[src/rtl/uart_tx_arbiter_if.sv]
// Handshake bundle between the requesters, the packet arbiter and the uart_drive user-TX port.
// master = arbiter side, slave = requesters plus the downstream transmitter.
interface uart_tx_arbiter_if #(
    parameter int P_REQ_NUM         = 4,
    parameter int P_UART_DATA_WIDTH = 8
);
    logic [P_REQ_NUM-1:0]                   req_valid;
    logic [P_REQ_NUM*P_UART_DATA_WIDTH-1:0] req_data;
    logic [P_REQ_NUM-1:0]                   req_last;
    logic [P_REQ_NUM-1:0]                   req_ready;
    logic [P_UART_DATA_WIDTH-1:0]           tx_data;
    logic                                   tx_valid;
    logic                                   tx_ready;
    logic [P_REQ_NUM-1:0]                   grant;
    logic                                   busy;

    modport master (
        input  req_valid, req_data, req_last, tx_ready,
        output req_ready, tx_data, tx_valid, grant, busy
    );

    modport slave (
        output req_valid, req_data, req_last, tx_ready,
        input  req_ready, tx_data, tx_valid, grant, busy
    );
endinterface

[src/rtl/uart_tx_arbiter.sv]
// Round-robin packet arbiter sharing one uart_drive user-TX channel between P_REQ_NUM requesters.
// A grant lasts one packet or P_MAX_BEATS words, followed by P_GAP_CYCLES idle cycles.
module uart_tx_arbiter #(
    parameter int P_REQ_NUM         = 4,
    parameter int P_UART_DATA_WIDTH = 8,
    parameter int P_MAX_BEATS       = 16,
    parameter int P_GAP_CYCLES      = 2
) (
    input  logic              clk,
    input  logic              rst_n,
    uart_tx_arbiter_if.master bus
);
    localparam int W  = P_UART_DATA_WIDTH;
    localparam int RW = $clog2(P_REQ_NUM);
    localparam int BW = $clog2(P_MAX_BEATS + 1);
    localparam int GW = (P_GAP_CYCLES > 1) ? $clog2(P_GAP_CYCLES) : 1;

    typedef enum logic [1:0] {
        IDLE  = 2'd0,
        GRANT = 2'd1,
        GAP   = 2'd2
    } state_t;

    state_t               state_reg, state_next;
    logic [P_REQ_NUM-1:0] grant_reg, grant_next;
    logic [RW-1:0]        owner_reg, owner_next;
    logic [RW-1:0]        rr_reg, rr_next;
    logic [BW-1:0]        beat_reg, beat_next;
    logic [GW-1:0]        gap_reg, gap_next;

    logic [W-1:0]         req_word [P_REQ_NUM];
    logic                 in_grant;
    logic                 tx_valid_int;
    logic                 transfer;
    logic                 release_now;
    logic [BW-1:0]        beat_inc;
    logic [RW-1:0]        pick_idx;

    for (genvar gi = 0; gi < P_REQ_NUM; gi++) begin : g_req
        assign req_word[gi] = bus.req_data[gi*W +: W];
    end

    // First requesting index strictly after ptr, wrapping modulo P_REQ_NUM.
    function automatic logic [RW-1:0] rr_pick(input logic [P_REQ_NUM-1:0] valid,
                                              input logic [RW-1:0]        ptr);
        logic [RW-1:0] pick;
        logic          found;
        int            idx;
        pick  = '0;
        found = 1'b0;
        for (int i = 1; i <= P_REQ_NUM; i++) begin
            idx = int'(ptr) + i;
            if (idx >= P_REQ_NUM) begin
                idx = idx - P_REQ_NUM;
            end
            if (!found && valid[idx[RW-1:0]]) begin
                found = 1'b1;
                pick  = idx[RW-1:0];
            end
        end
        return pick;
    endfunction

    assign in_grant     = (state_reg == GRANT);
    assign tx_valid_int = in_grant & bus.req_valid[owner_reg];
    assign transfer     = tx_valid_int & bus.tx_ready;
    assign beat_inc     = beat_reg + BW'(1);
    assign release_now  = transfer & (bus.req_last[owner_reg] | (beat_inc == BW'(P_MAX_BEATS)));
    assign pick_idx     = rr_pick(bus.req_valid, rr_reg);

    // Downstream path is purely combinational from the registered owner.
    assign bus.tx_valid  = tx_valid_int;
    assign bus.tx_data   = in_grant ? req_word[owner_reg] : '0;
    assign bus.req_ready = grant_reg & {P_REQ_NUM{bus.tx_ready}};
    assign bus.grant     = grant_reg;
    assign bus.busy      = (state_reg != IDLE);

    always_ff @(posedge clk or negedge rst_n) begin
        if (!rst_n) begin
            state_reg <= IDLE;
            grant_reg <= '0;
            owner_reg <= '0;
            rr_reg    <= RW'(P_REQ_NUM - 1);
            beat_reg  <= '0;
            gap_reg   <= '0;
        end else begin
            state_reg <= state_next;
            grant_reg <= grant_next;
            owner_reg <= owner_next;
            rr_reg    <= rr_next;
            beat_reg  <= beat_next;
            gap_reg   <= gap_next;
        end
    end

    always_comb begin
        state_next = state_reg;
        grant_next = grant_reg;
        owner_next = owner_reg;
        rr_next    = rr_reg;
        beat_next  = beat_reg;
        gap_next   = gap_reg;
        case (state_reg)
            IDLE: begin
                if (|bus.req_valid) begin
                    owner_next = pick_idx;
                    grant_next = {{(P_REQ_NUM-1){1'b0}}, 1'b1} << pick_idx;
                    beat_next  = '0;
                    state_next = GRANT;
                end
            end
            GRANT: begin
                if (transfer) begin
                    beat_next = beat_inc;
                end
                // A last word that also hits the beat limit still releases only once.
                if (release_now) begin
                    rr_next    = owner_reg;
                    beat_next  = '0;
                    grant_next = '0;
                    gap_next   = '0;
                    state_next = (P_GAP_CYCLES > 0) ? GAP : IDLE;
                end
            end
            GAP: begin
                if (gap_reg == GW'(P_GAP_CYCLES - 1)) begin
                    state_next = IDLE;
                end else begin
                    gap_next = gap_reg + GW'(1);
                end
            end
            default: begin
                state_next = IDLE;
            end
        endcase
    end
endmodule

[src/flat_wrapper.sv]
// flat-port wrapper written by rule: the top's interface ports become plain ports
module uart_tx_arbiter_flat 
#(
    parameter int P_REQ_NUM         = 4,
    parameter int P_UART_DATA_WIDTH = 8,
    parameter int P_MAX_BEATS       = 16,
    parameter int P_GAP_CYCLES      = 2
)
  (clk, rst_n, bus_req_valid, bus_req_data, bus_req_last, bus_tx_ready, bus_req_ready, bus_tx_data, bus_tx_valid, bus_grant, bus_busy);
  uart_tx_arbiter_if #(.P_REQ_NUM(P_REQ_NUM), .P_UART_DATA_WIDTH(P_UART_DATA_WIDTH)) bus_i ();
  input  logic clk;
  input  logic rst_n;
  input wire logic [$bits(bus_i.req_valid)-1:0] bus_req_valid;
  input wire logic [$bits(bus_i.req_data)-1:0] bus_req_data;
  input wire logic [$bits(bus_i.req_last)-1:0] bus_req_last;
  input wire logic [$bits(bus_i.tx_ready)-1:0] bus_tx_ready;
  output wire logic [$bits(bus_i.req_ready)-1:0] bus_req_ready;
  output wire logic [$bits(bus_i.tx_data)-1:0] bus_tx_data;
  output wire logic [$bits(bus_i.tx_valid)-1:0] bus_tx_valid;
  output wire logic [$bits(bus_i.grant)-1:0] bus_grant;
  output wire logic [$bits(bus_i.busy)-1:0] bus_busy;
  assign bus_i.req_valid = bus_req_valid;
  assign bus_i.req_data = bus_req_data;
  assign bus_i.req_last = bus_req_last;
  assign bus_i.tx_ready = bus_tx_ready;
  assign bus_req_ready = bus_i.req_ready;
  assign bus_tx_data = bus_i.tx_data;
  assign bus_tx_valid = bus_i.tx_valid;
  assign bus_grant = bus_i.grant;
  assign bus_busy = bus_i.busy;
  uart_tx_arbiter #(.P_REQ_NUM(P_REQ_NUM), .P_UART_DATA_WIDTH(P_UART_DATA_WIDTH), .P_MAX_BEATS(P_MAX_BEATS), .P_GAP_CYCLES(P_GAP_CYCLES)) u_core (.clk(clk), .rst_n(rst_n), .bus(bus_i));
endmodule
[config.mk]
export PLATFORM = sky130hd
export DESIGN_NAME = uart_tx_arbiter_flat
export DESIGN_NICKNAME = d
export VERILOG_FILES = /design/src/rtl/uart_tx_arbiter_if.sv /design/src/rtl/uart_tx_arbiter.sv /design/src/flat_wrapper.sv
export SDC_FILE = /design/constraint.sdc
export NUM_CORES = 1
export LEC_CHECK = 0
export CAP_MARGIN = 0
export CORE_MARGIN = 5
export CORE_UTILIZATION = 42
export CTS_BUF_LIST = sky130_fd_sc_hd__clkbuf_8 sky130_fd_sc_hd__clkbuf_16
export CTS_CLUSTER_DIAMETER = 200
export CTS_CLUSTER_SIZE = 24
export DETAILED_ROUTE_END_ITERATION = 10
export PLACE_DENSITY_LB_ADDON = 0.12
export SETUP_SLACK_MARGIN = 0.05
export SLEW_MARGIN = 20
export SYNTH_ARGS = -nofsm -noshare
export SYNTH_HDL_FRONTEND = slang
export SYNTH_SLANG_ARGS = --single-unit
[constraint.sdc]
create_clock -name clk -period 4 [get_ports clk]
set_input_delay 0.8 -clock clk [delete_from_list [all_inputs] [get_ports clk]]
set_output_delay 0.8 -clock clk [all_outputs]
set_load 0.02 [all_outputs]
Yosys cells after proc, flatten, opt, wreduce, memory -nomap -nowiden:

Cells that the tools add are included.

* input port bits: 43
* bits in latches: 0
* RAM bits: 0
* memory bits (read-only): 0
* memories kept: 0
* register bits: 16

* add/subtract/negate cells: 10
* reduce and logical (&&, ||, !) cells: 17
* div/mod/pow operators: 0
* eq/ne operators: 7
* $mul: 0
* shift operators: 1
* magnitude comparators: 10
* muxes and demuxes: 41
* bitwise operators: 6

Operators with widths (count)
* $mux W8: 3
* $mux W2: 11
* $bmux W8 S2: 1
* $lt A2 B3 Y1 const B: 5
* $mux W5: 3
* $bmux W1 S2: 6
* $ge A3 B3 Y1 const B: 4
* $mux W1: 11
* $pmux W5 S2: 1
* $reduce_and A3 Y1: 3
* $mux W4: 2
* $pmux W4 S2: 1
* $sub A2 B1 Y2 const B: 4
* $add A2 B2 Y3 const B: 2
* $pmux W2 S3: 1
* $reduce_and A2 Y1: 3
* $reduce_bool A2 Y1: 3
* $add A5 B1 Y5 const B: 1
* $eq A5 B5 Y1 const B: 1
* $add A2 B3 Y4 const B: 1
* $and A4 B4 Y4: 1
* $ge A4 B3 Y1 const B: 1
* $ne A2 B1 Y1 const B: 2
* $reduce_or A4 Y1: 1
* 14 further kinds: 20

Longest topological paths before layout:

* word-level depth: 18
* gate-level depth with buffers: 6
* gate-level depth less buffers: 5

Worst setup path after synthesis:

No wires, ideal clock.

* kind: input to output
* start: input bus_req_valid[3]
* end: output bus_tx_valid
* cell stages on the path: 2
* arrival time: 1.516 ns
* data required time: 3.200 ns
* slack: 1.684 ns
* path through: mux4_2 > and2_1

* word-level cells in the longest chain between the ends: 3

Ends and longest elaborated chain
* start: declaration: line flat_wrapper.sv:13 `input wire logic [$bits(bus_i.req_valid)-1:0] bus_req_valid;`
* $bmux W1 S2: line uart_tx_arbiter.sv:65 `assign tx_valid_int = in_grant & bus.req_valid[owner_reg];`
* $mux W1 (implied by the code): line uart_tx_arbiter.sv:65
* $and A1 B1 Y1: line uart_tx_arbiter.sv:65
* end: declaration: line flat_wrapper.sv:19 `output wire logic [$bits(bus_i.tx_valid)-1:0] bus_tx_valid;`

No other way between the ends. The select of a mux whose other input is x is not followed.

Final worst setup path:

* start: input bus_req_valid[0]
* end: output bus_tx_valid

The elaborated chain is that of the path after synthesis.

==> flow_metrics.py <==
metrics = {
    "outcome": {
        "status": "finished, final reports clean",
    },
    "timing": {
        "finClkSkew_ns": 0.00176,
        "max_freq_mhz": 299,
        "fin_crit_ns": 3.34,
        "relSlewSlack": 0.500,
        "rsz0062_at_grt": "false",
        "finalSetupViolCount": 0,
        "fin_setup_tns_ns": 0,
        "slew_viol_final": 0,
        "worstMarginPinSlew_ns": 0.747,
        "fin_crit_sh": 0.836,
        "finalHoldViolations": 0,
    },
    "routing": {
        "drt_iter0_drc": 44,
        "routed_wl_um": 3370,
        "dr.pass1.iters": 4,
        "wl_per_cell_um": 17.1,
        "drc": 0,
        "routed_via_density": 5.71,
        "vias": 1125,
        "postRouteAntennaNets": 0,
    },
    "power": {
        "power.switching_w": 0.000490,
        "combPwrFrac": 0.612,
        "p_leak_nw": 0.749,
        "p_seq_frac": 0.271,
        "power.internal_w": 0.000739,
        "clkPwrFrac": 0.117,
        "p_per_area_nw_per_um2": 664,
        "switching_share": 0.399,
        "vdd_drop_max_mv": 0.471,
    },
    "clock_network": {
        "clockRootBuffer": "clkbuf_8",
        "post_cts_buffers": 0,
        "cts_tree": "yes",
        "post_cts_resized": 0,
        "cts_made_buffers": 3,
        "clock_path_buffers": 2,
        "clk_latency_ns": 0.25,
        "hold_buffers": 0,
        "cts.htree.levels": 1,
        "clock-sinks": 16,
        "clkTransAtPathRegs_ns": 0.06,
    },
    "finish": {
        "mostFrequentLayoutCell": "clkdlybuf4s50_1",
        "instances_no_fill": 197,
        "final_layout_size_suffix_gt1_frac": 0.157,
        "design_area_um2": 1850,
        "area_delta_synth_final_pct": 57.3,
        "largest_reg_flops": 5,
        "fin_util": 0.683,
        "final_nets": 211,
        "final_cell_mix": "60 x clkdlybuf4s50_1, 14 x and2_1, 14 x dfrtp_1, 10 x mux4_2",
        "antenna_cells": 0,
    },
    "die": {
        "num_io_pins": 61,
        "rows": 19,
        "die_w_um": 62.9,
        "fp.dieArea_um2": 3960,
        "die_y_um": 62.9,
        "start_util": 0.434,
        "core-area_um2": 2710,
    },
    "synthesis": {
        "syn-cell-area_um2": 1180,
        "synth-seq-cells": 16,
        "synthTopCellsByArea": "dfrtp_1 30%, mux4_2 19%, and2_1 7.4%",
        "syn-instance-count": 106,
        "yosys.area.top_type": "dfrtp_1",
        "synth_edf_count": 0,
        "synth_nets": 150,
        "synthFlopType": "dfrtp_1",
        "yosysTopAreaCellShare": 0.298,
        "async_flop_share": 1.00,
        "ys_seq_area_frac": 0.343,
        "syn_avg_cell_area_um2": 11.1,
        "yosys_warnings": 0,
        "yosys.cell_types.count": 38,
    },
    "critical_path": {
        "reg2regPathDepth": 4,
        "worstSetupStartpointType": "primary input",
        "path_class": "primary input to primary output",
        "worstPathRequired_ns": 3.20,
        "arrival_ns": 2.54,
        "worstPathMaxFanout": 5,
        "crit_path_end_kind": "primary output",
    },
    "place": {
        "post-dp-hpwl_um": 2690,
        "post_dp_cell_area_um2": 1800,
        "io_buffers": 60,
        "gp_congestion": 0.928,
        "dp_cells": 193,
    },
    "global_routing": {
        "grt_max_degree": 17,
        "antenna_found_initial": 0,
        "grt_pass1_wl_um": 5900,
        "grtUsageTotal": 0.180,
        "grt-ovfl-total": 0,
        "grt_pass1_vias": 1224,
    },
    "min_path": {
        "holdPathStages": 1,
        "hold_class": "flop to flop",
    },
    "run": {
        "cap_violations": 0,
    },
}
-- final timing paths --
path / slack [ns] / startpoint / end
min in group asynchronous: 0.99 / rst_n / u_core.owner_reg[1]
max reg2reg: 1.70 / u_core.owner_reg[0] / u_core.rr_reg[0]
min: 0.48 / u_core.gap_reg / u_core.state_reg[1]
max: 0.66 / bus_req_valid[0] / bus_tx_valid
min reg2reg: 0.48 / u_core.gap_reg / u_core.state_reg[1]
max in group asynchronous: 2.54 / rst_n / u_core.bus.grant[3]
-- cells in the mapped netlist, types with 2 or more instances --
cell type and count:
a211oi_1 2, a21bo_2 2, a21o_1 2, a21oi_1 2, a32o_1 4, a41o_1 2
and2_1 14, clkbuf_1 3, dfrtp_1 14, dfstp_2 2, mux4_2 10, nand2_1 5
nand2b_1 5, nand3_1 4, nor2_1 5, nor2b_1 5, nor3_1 2, o21ai_0 3
-- metrics by stage --
stage	setup slack [ns]	hold slack (ns)	power, W
floorplan	1.68	0.436	0.000797
global placement	0.690	0.446	0.00107
detailed placement	0.664	0.476	0.00109
CTS	0.664	0.487	0.00124
global route	0.595	0.529	0.00132
finish	0.656	0.481	0.00123
-- routing by layer --
metal | track usage | vias up | share of wire
met4 | 0.0345 | 0 | 0.0053
met1 | 0.223 | 552 | 0.42
met5 | 0 | - | 0
li1 | - | 527 | -
met3 | 0.0522 | 4 | 0.056
met2 | 0.310 | 42 | 0.51
-- kinds of logic (layout without fill, tap and decap cells) --
group / Yosys count / in the layout / share of synthesized area
simple gates: 47 / 47 / 0.233
fa+ha+maj: 1 / 1 / 0.0106
mux: 12 / 12 / 0.211
flops: 16 / 16 / 0.343
compound gates: 24 / 24 / 0.177
buf+inv: 6 / 66 / 0.0266
-- worst max-delay path: stages --
cell	delay, ns
clkdlybuf4s50_1	0.48
mux4_2	0.53
and2_1	0.19
clkdlybuf4s50_1	0.54
-- power groups by stage --
stage | Combinational, W | Sequential, W | Clock [W]
after detailed placement | 0.000756 | 0.000336 | 0
after global routing | 0.000814 | 0.000352 | 0.000157
after floorplan | 0.000501 | 0.000296 | 0
after CTS | 0.000760 | 0.000334 | 0.000146
final | 0.000752 | 0.000333 | 0.000143
after global placement | 0.000742 | 0.000332 | 0
-- layout make-up --
class                   instances  area, um^2
flip-flops and latches         16         403
multi-input cells              84         742
repair buffers                 61         608
fillers                       229         860
well taps                      31        38.8
inverters                       1        3.75
clock buffers                   4        55.1
Note: power is estimated with default switching activity, not from simulation.
==> RTL change 1, RTL diff (same settings) <==
Make the reset (`rst_n`) synchronous in one clocked block.
--- a/src/rtl/uart_tx_arbiter.sv
+++ b/src/rtl/uart_tx_arbiter.sv
@@ -75,7 +75,7 @@
     assign bus.grant     = grant_reg;
     assign bus.busy      = (state_reg != IDLE);
 
-    always_ff @(posedge clk or negedge rst_n) begin
+    always_ff @(posedge clk) begin
         if (!rst_n) begin
             state_reg <= IDLE;
             grant_reg <= '0;
Formal check against the unedited RTL: differs if rst_n is asserted again (counterexample within 4 cycles, from zero or initial values and one cycle with rst_n low); with rst_n held inactive, the same outputs for 10 cycles.
==> RTL change 1 against the original RTL <==
Sequential share of layout area is 4.6 points lower; clock skew rose by 0.0023 ns; global-route usage increased by 0.67 points; largest cell class unchanged; design area is 0.54% higher; wire length grew 8.7%; register-to-register slack lost 0.24 ns; synthesized area rose by 1.8%; setup slack lost 0.0081 ns; synthesized cell count is 20% higher; sequential cell count is the same; utilization shrank 0.23 points; non-clock buffer count unchanged.
Power is not compared: it rests on default switching activity, and its combinational part moved more than twofold at a synthesized area within 25%.
==> RTL change 1: results (changes against the original RTL) <==
** Run status
- The flow ran to the end, and the final reports show no timing, DRC or antenna violations.

** Hold path
- The startpoint identified for the worst hold timing path is u_core.gap_reg$_SDFFE_PN0P_.
- The instance count along the most critical hold path came to 2 (+1).
- The worst hold path terminates at u_core.gap_reg$_SDFFE_PN0P_.

** GRT
- First-pass GRT wire length :: 6160 um (+4.4%)
- Maximum number of pins on one net before global-route repair :: 15 (-2)
- Total routing resource utilization after global routing :: 0.187 (+0.00674)

** STA
- The worst clock skew on the final layout was 0.00410 ns (+0.00234 ns).
- Tightest Pin Transition :: 0.699 ns (-0.0478 ns)
- The post-route worst hold slack was 0.498 ns (+0.0175 ns).
- The setup-violating endpoint count in the final report was 0 (unchanged).

** Synthesis
- The part of the Yosys area used for sequential elements was 0.268 (-0.0751).
- Syn nets :: 171 (+14%)
- Commonest cells in the synthesized netlist :: 16 x sky130_fd_sc_hd__dfxtp_1, 9 x sky130_fd_sc_hd__nand3_1, 9 x sky130_fd_sc_hd__nor2b_1, 8 x sky130_fd_sc_hd__and2_1, 8 x sky130_fd_sc_hd__nand2b_1
- Synth Flop Type :: sky130_fd_sc_hd__dfxtp_1
- The fraction of synthesis flops using an asynchronous set or reset pin came to 0 (-1.00).
- Cell types with the largest area share after synthesis :: sky130_fd_sc_hd__dfxtp_1 27%, sky130_fd_sc_hd__mux4_2 13%, sky130_fd_sc_hd__mux4_1 6.6%, sky130_fd_sc_hd__nor2b_1 4.7%, sky130_fd_sc_hd__and2_1 4.2%
- Synth cell types :: 37 (-2.6%)

** Worst setup path
- Largest driver fanout on the critical path :: 6 (+1)
- In this run the critical register-to-register path is captured at u_core.beat_reg[0]$_SDFFE_PN0P_.
- The startpoint identified for the worst register-to-register timing path is u_core.owner_reg[0]$_SDFFE_PN0P_.
- Worst Path Arrival :: 2.55 ns (about the same)
- FF-to-FF setup slack :: 1.46 ns (-0.24 ns)
- The most critical setup path has its startpoint at bus_req_valid[3].

** Pwr
- Total design power :: 626 uW

** Cells and area
- The total number of nets in the final design came to 230 (+9.0%).
- Share of final-layout standard cells stronger than drive strength 1 :: 0.114 (-0.0431)
- The number of filler instances in the final layout came to 236 (+3.1%).

** Routing
- Detailed router's first-iteration violation count :: 75 (+70%)
- Vias post-DR :: 1,217 (+8.2%)
- Final Routed Wirelength :: 3660 um (+8.7%)

** Place
- The sum of net half-perimeters after detailed placement was 2840 um (+5.7%).
- The weighted congestion reported at the end of routability-driven placement came to 0.870 (-6.2%).
- The post-placement cell area is 1810 um^2 (+0.56%).

** Clock network
- The number of setup buffers added after CTS came to 0 (unchanged).
## RTL change 1: layout make-up
type / instances / area share
Sequential cell: 16 / 0.172
Tap cell: 31 / 0.0208
Timing Repair Buffer: 61 / 0.327
Multi-Input combinational cell: 97 / 0.436
Clock buffer: 4 / 0.0296
Inverter: 7 / 0.0141
## RTL change 1: cells by family after synthesis
logic type	synth area share
AO/OA/AOI/OAI	0.194
buffers and inverters	0.0543
adder cells (fa/ha/maj)	0.0104
flip-flops	0.268
multiplexers	0.206
AND/OR/NAND/NOR	0.267
## RTL change 1: per-stage QoR
stage / util / cells / worst slack [ns]
after detailed placement: 0.660 / 212 / 0.658
final: 0.681 / 216 / 0.648
after floorplan: - / 127 / 1.70
after global placement: 0.660 / 212 / 0.676
after global routing: 0.681 / 216 / 0.599
after CTS: 0.681 / 216 / 0.650
## RTL change 1: how the worst max path moves through the flow
stage,to,depth (start not counted),slack (ns)
5_1_grt,bus_tx_valid,4,0.60
6_report,bus_tx_valid,4,0.65
3_3_place_gp,bus_tx_valid,4,0.68
2_1_floorplan,bus_tx_valid,2,1.70
3_5_place_dp,bus_tx_valid,4,0.66
4_1_cts,bus_tx_valid,4,0.65
## RTL change 1: critical path: stages
cell and delay (ns):
sky130_fd_sc_hd__clkdlybuf4s50_1 0.50, sky130_fd_sc_hd__mux4_2 0.55, sky130_fd_sc_hd__nor2b_1 0.15, sky130_fd_sc_hd__clkdlybuf4s50_1 0.55
## RTL change 1: routing by layer
layer | part of all wire | global-route usage | vias to the layer above
li1 | - | - | 591
met1 | 0.45 | 0.265 | 579
met2 | 0.46 | 0.282 | 43
met3 | 0.077 | 0.0409 | 4
met4 | 0.0098 | 0.0597 | 0
met5 | 0 | 0 | -
==> RTL change 2, RTL diff (config.mk and constraints unchanged) <==
Without the edit above. `P_MAX_BEATS` is set to 16 in 2 places; all go to 64.
--- a/src/rtl/uart_tx_arbiter.sv
+++ b/src/rtl/uart_tx_arbiter.sv
@@ -3,7 +3,7 @@
 module uart_tx_arbiter #(
     parameter int P_REQ_NUM         = 4,
     parameter int P_UART_DATA_WIDTH = 8,
-    parameter int P_MAX_BEATS       = 16,
+    parameter int P_MAX_BEATS       = 64,
     parameter int P_GAP_CYCLES      = 2
 ) (
     input  logic              clk,
--- a/src/flat_wrapper.sv
+++ b/src/flat_wrapper.sv
@@ -3,7 +3,7 @@
 #(
     parameter int P_REQ_NUM         = 4,
     parameter int P_UART_DATA_WIDTH = 8,
-    parameter int P_MAX_BEATS       = 16,
+    parameter int P_MAX_BEATS       = 64,
     parameter int P_GAP_CYCLES      = 2
 )
   (clk, rst_n, bus_req_valid, bus_req_data, bus_req_last, bus_tx_ready, bus_req_ready, bus_tx_data, bus_tx_valid, bus_grant, bus_busy);
Function: no difference found for any inputs over 10 cycles, from zero or initial values and one cycle with rst_n low; that may be too few to reach the edited logic, so the function may still have changed.
==> RTL change 2 against the original RTL <==
Wire length grew 8.3%; synthesized area grew 12%; sequential cell count grew 2; design area grew 7.6%; setup slack gained 0.057 ns; sequential power grew 5%; largest power group unchanged; maximum frequency grew 1.7%; power grew 1.6%.
==> RTL change 2: results (changes against the original RTL) <==
** Cells and area
- Number of flip-flops in the largest register :: 7 (+2)
- The total number of nets in the final design was 234 (+11%).
- The number of filler instances in the final layout is 256 (+12%).
- Share of final-layout standard cells stronger than drive strength 1 :: 0.116 (-0.0402)

** Clock network
- The number of H-tree branching levels was 1 (unchanged).

** Synthesis
- Commonest cells in the synthesized netlist :: 16 x sky130_fd_sc_hd__dfrtp_1, 12 x sky130_fd_sc_hd__and2_1, 11 x sky130_fd_sc_hd__nand2_1, 10 x sky130_fd_sc_hd__nor2_1
- Synth cell types :: 40 (+5.3%)
- The portion of synthesized cell area occupied by the leading cell type was 0.303 (+0.00545).
- Area fraction in compound gates after synthesis :: 0.179 (+0.00255)
- Yosys warns :: 0 (unchanged)
- The part of the Yosys area used for sequential elements was 0.343 (+0.000575).
- Proportion of synthesized area in mux cells :: 0.187 (-0.0239)
- Arithmetic-cell share of the synthesized area counting full adders, half adders and majority gates :: 0.00948 (-0.00116)
- Syn nets :: 175 (+17%)
- Number of synthesized flops with an enable pin :: 0 (unchanged)
- Cell types with the largest area share after synthesis :: sky130_fd_sc_hd__dfrtp_1 30%, sky130_fd_sc_hd__mux4_2 15%, sky130_fd_sc_hd__and2_1 5.7%, sky130_fd_sc_hd__dfstp_2 4.0%, sky130_fd_sc_hd__o21ai_0 3.4%

** Routing
- The count of TritonRoute iterations in the first routing pass was 4 (unchanged).
- DRT met1 WL :: 1650 um (+16%)
- The per-cell via count in the routed design is 5.33 (-6.7%).
- Met2 wire len :: 1720 um (-0.75%)
- The detailed router's first-iteration violation count came to 44 (unchanged).
- Final Routed Wirelength :: 3650 um (+8.3%)
- Total length of routed met3 wires :: 252 um (+33%)

** STA
- Worst clock skew :: 0.00256 ns (+0.000803 ns)
- The post-route worst hold slack is 0.463 ns (-0.0173 ns).
- Remaining max-slew budget at the tightest pin :: 0.456 (-0.0446)
- The highest clock rate was 304 MHz (+1.7%).

** Worst setup path
- Delay contributed by the slowest stage of the critical path :: 0.65 ns (+0.11 ns)
- The critical path arrival was 2.49 ns (-0.05 ns).
- FF-to-FF setup slack :: 1.50 ns (-0.20 ns)
- Reg2Reg Capture Point :: u_core.rr_reg[1]$_DFFE_PN1P_
- Critical register-to-register path startpoint :: u_core.owner_reg[0]$_DFFE_PN0P_
- In this run the worst setup path begins at bus_req_valid[0].

** GRT
- First-pass GRT wire length :: 6040 um (+2.5%)
- The global-route met2 utilization was 0.299 (-0.0111).
- Total routing resource utilization after global routing :: 0.175 (-0.00572)
- Global-route track usage on met1 :: 0.225 (+0.00136)
- Global Route met3 Usage :: 0.0306 (-0.0215)
- The pin count of the biggest net entering global routing is 19 (+2).
- The number of antenna violations at the first check in global routing came to 0 (unchanged).
- Number of global-route vias before repair :: 1,248 (+2.0%)

** Place
- The sum of net half-perimeters after detailed placement came to 2910 um (+8.3%).
- The post-placement cell area was 1940 um^2 (+7.9%).
- Placer Congestion :: 0.852 (-8.2%)

** Run status
- Outcome :: completed

** Pwr
- Worst IR Drop VDD :: 0.345 mV (-27%)
- Static Leakage :: 0.771 nW (+3.0%)
-- RTL change 2: changes by cell type after synthesis, sizes merged, moves of 2 or more --
cell	delta
a41o	-2
a31oi	+3
inv	+2
o21ai	+7
nand2	+5
dfrtp	+2
buf	+2
and2	-2
nor2	+5
a32oi	+3
-- RTL change 2: report_power, final --
group	leakage [nW]	total (mW)	switching (mW)	internal, mW
sequential	0.232	0.350	0.103	0.247
clock	0.0288	0.145	0.0581	0.0874
combinational	0.511	0.753	0.348	0.405
total	0.771	1.25	0.509	0.740
-- RTL change 2: final cells by class --
type	instances	area (um^2)	area share
multi-input cells	104	817	0.410
inverters	3	11.3	0.00565
well taps	44	55.1	0.0276
clock buffers	4	55.1	0.0276
flip-flops and latches	18	453	0.227
repair buffers	60	601	0.302
-- RTL change 2: metrics by stage --
stage | cells | worst slack [ns]
floorplan | 131 | 1.63
finish | 233 | 0.713
global route | 233 | 0.578
detailed placement | 229 | 0.699
CTS | 233 | 0.699
global placement | 229 | 0.724
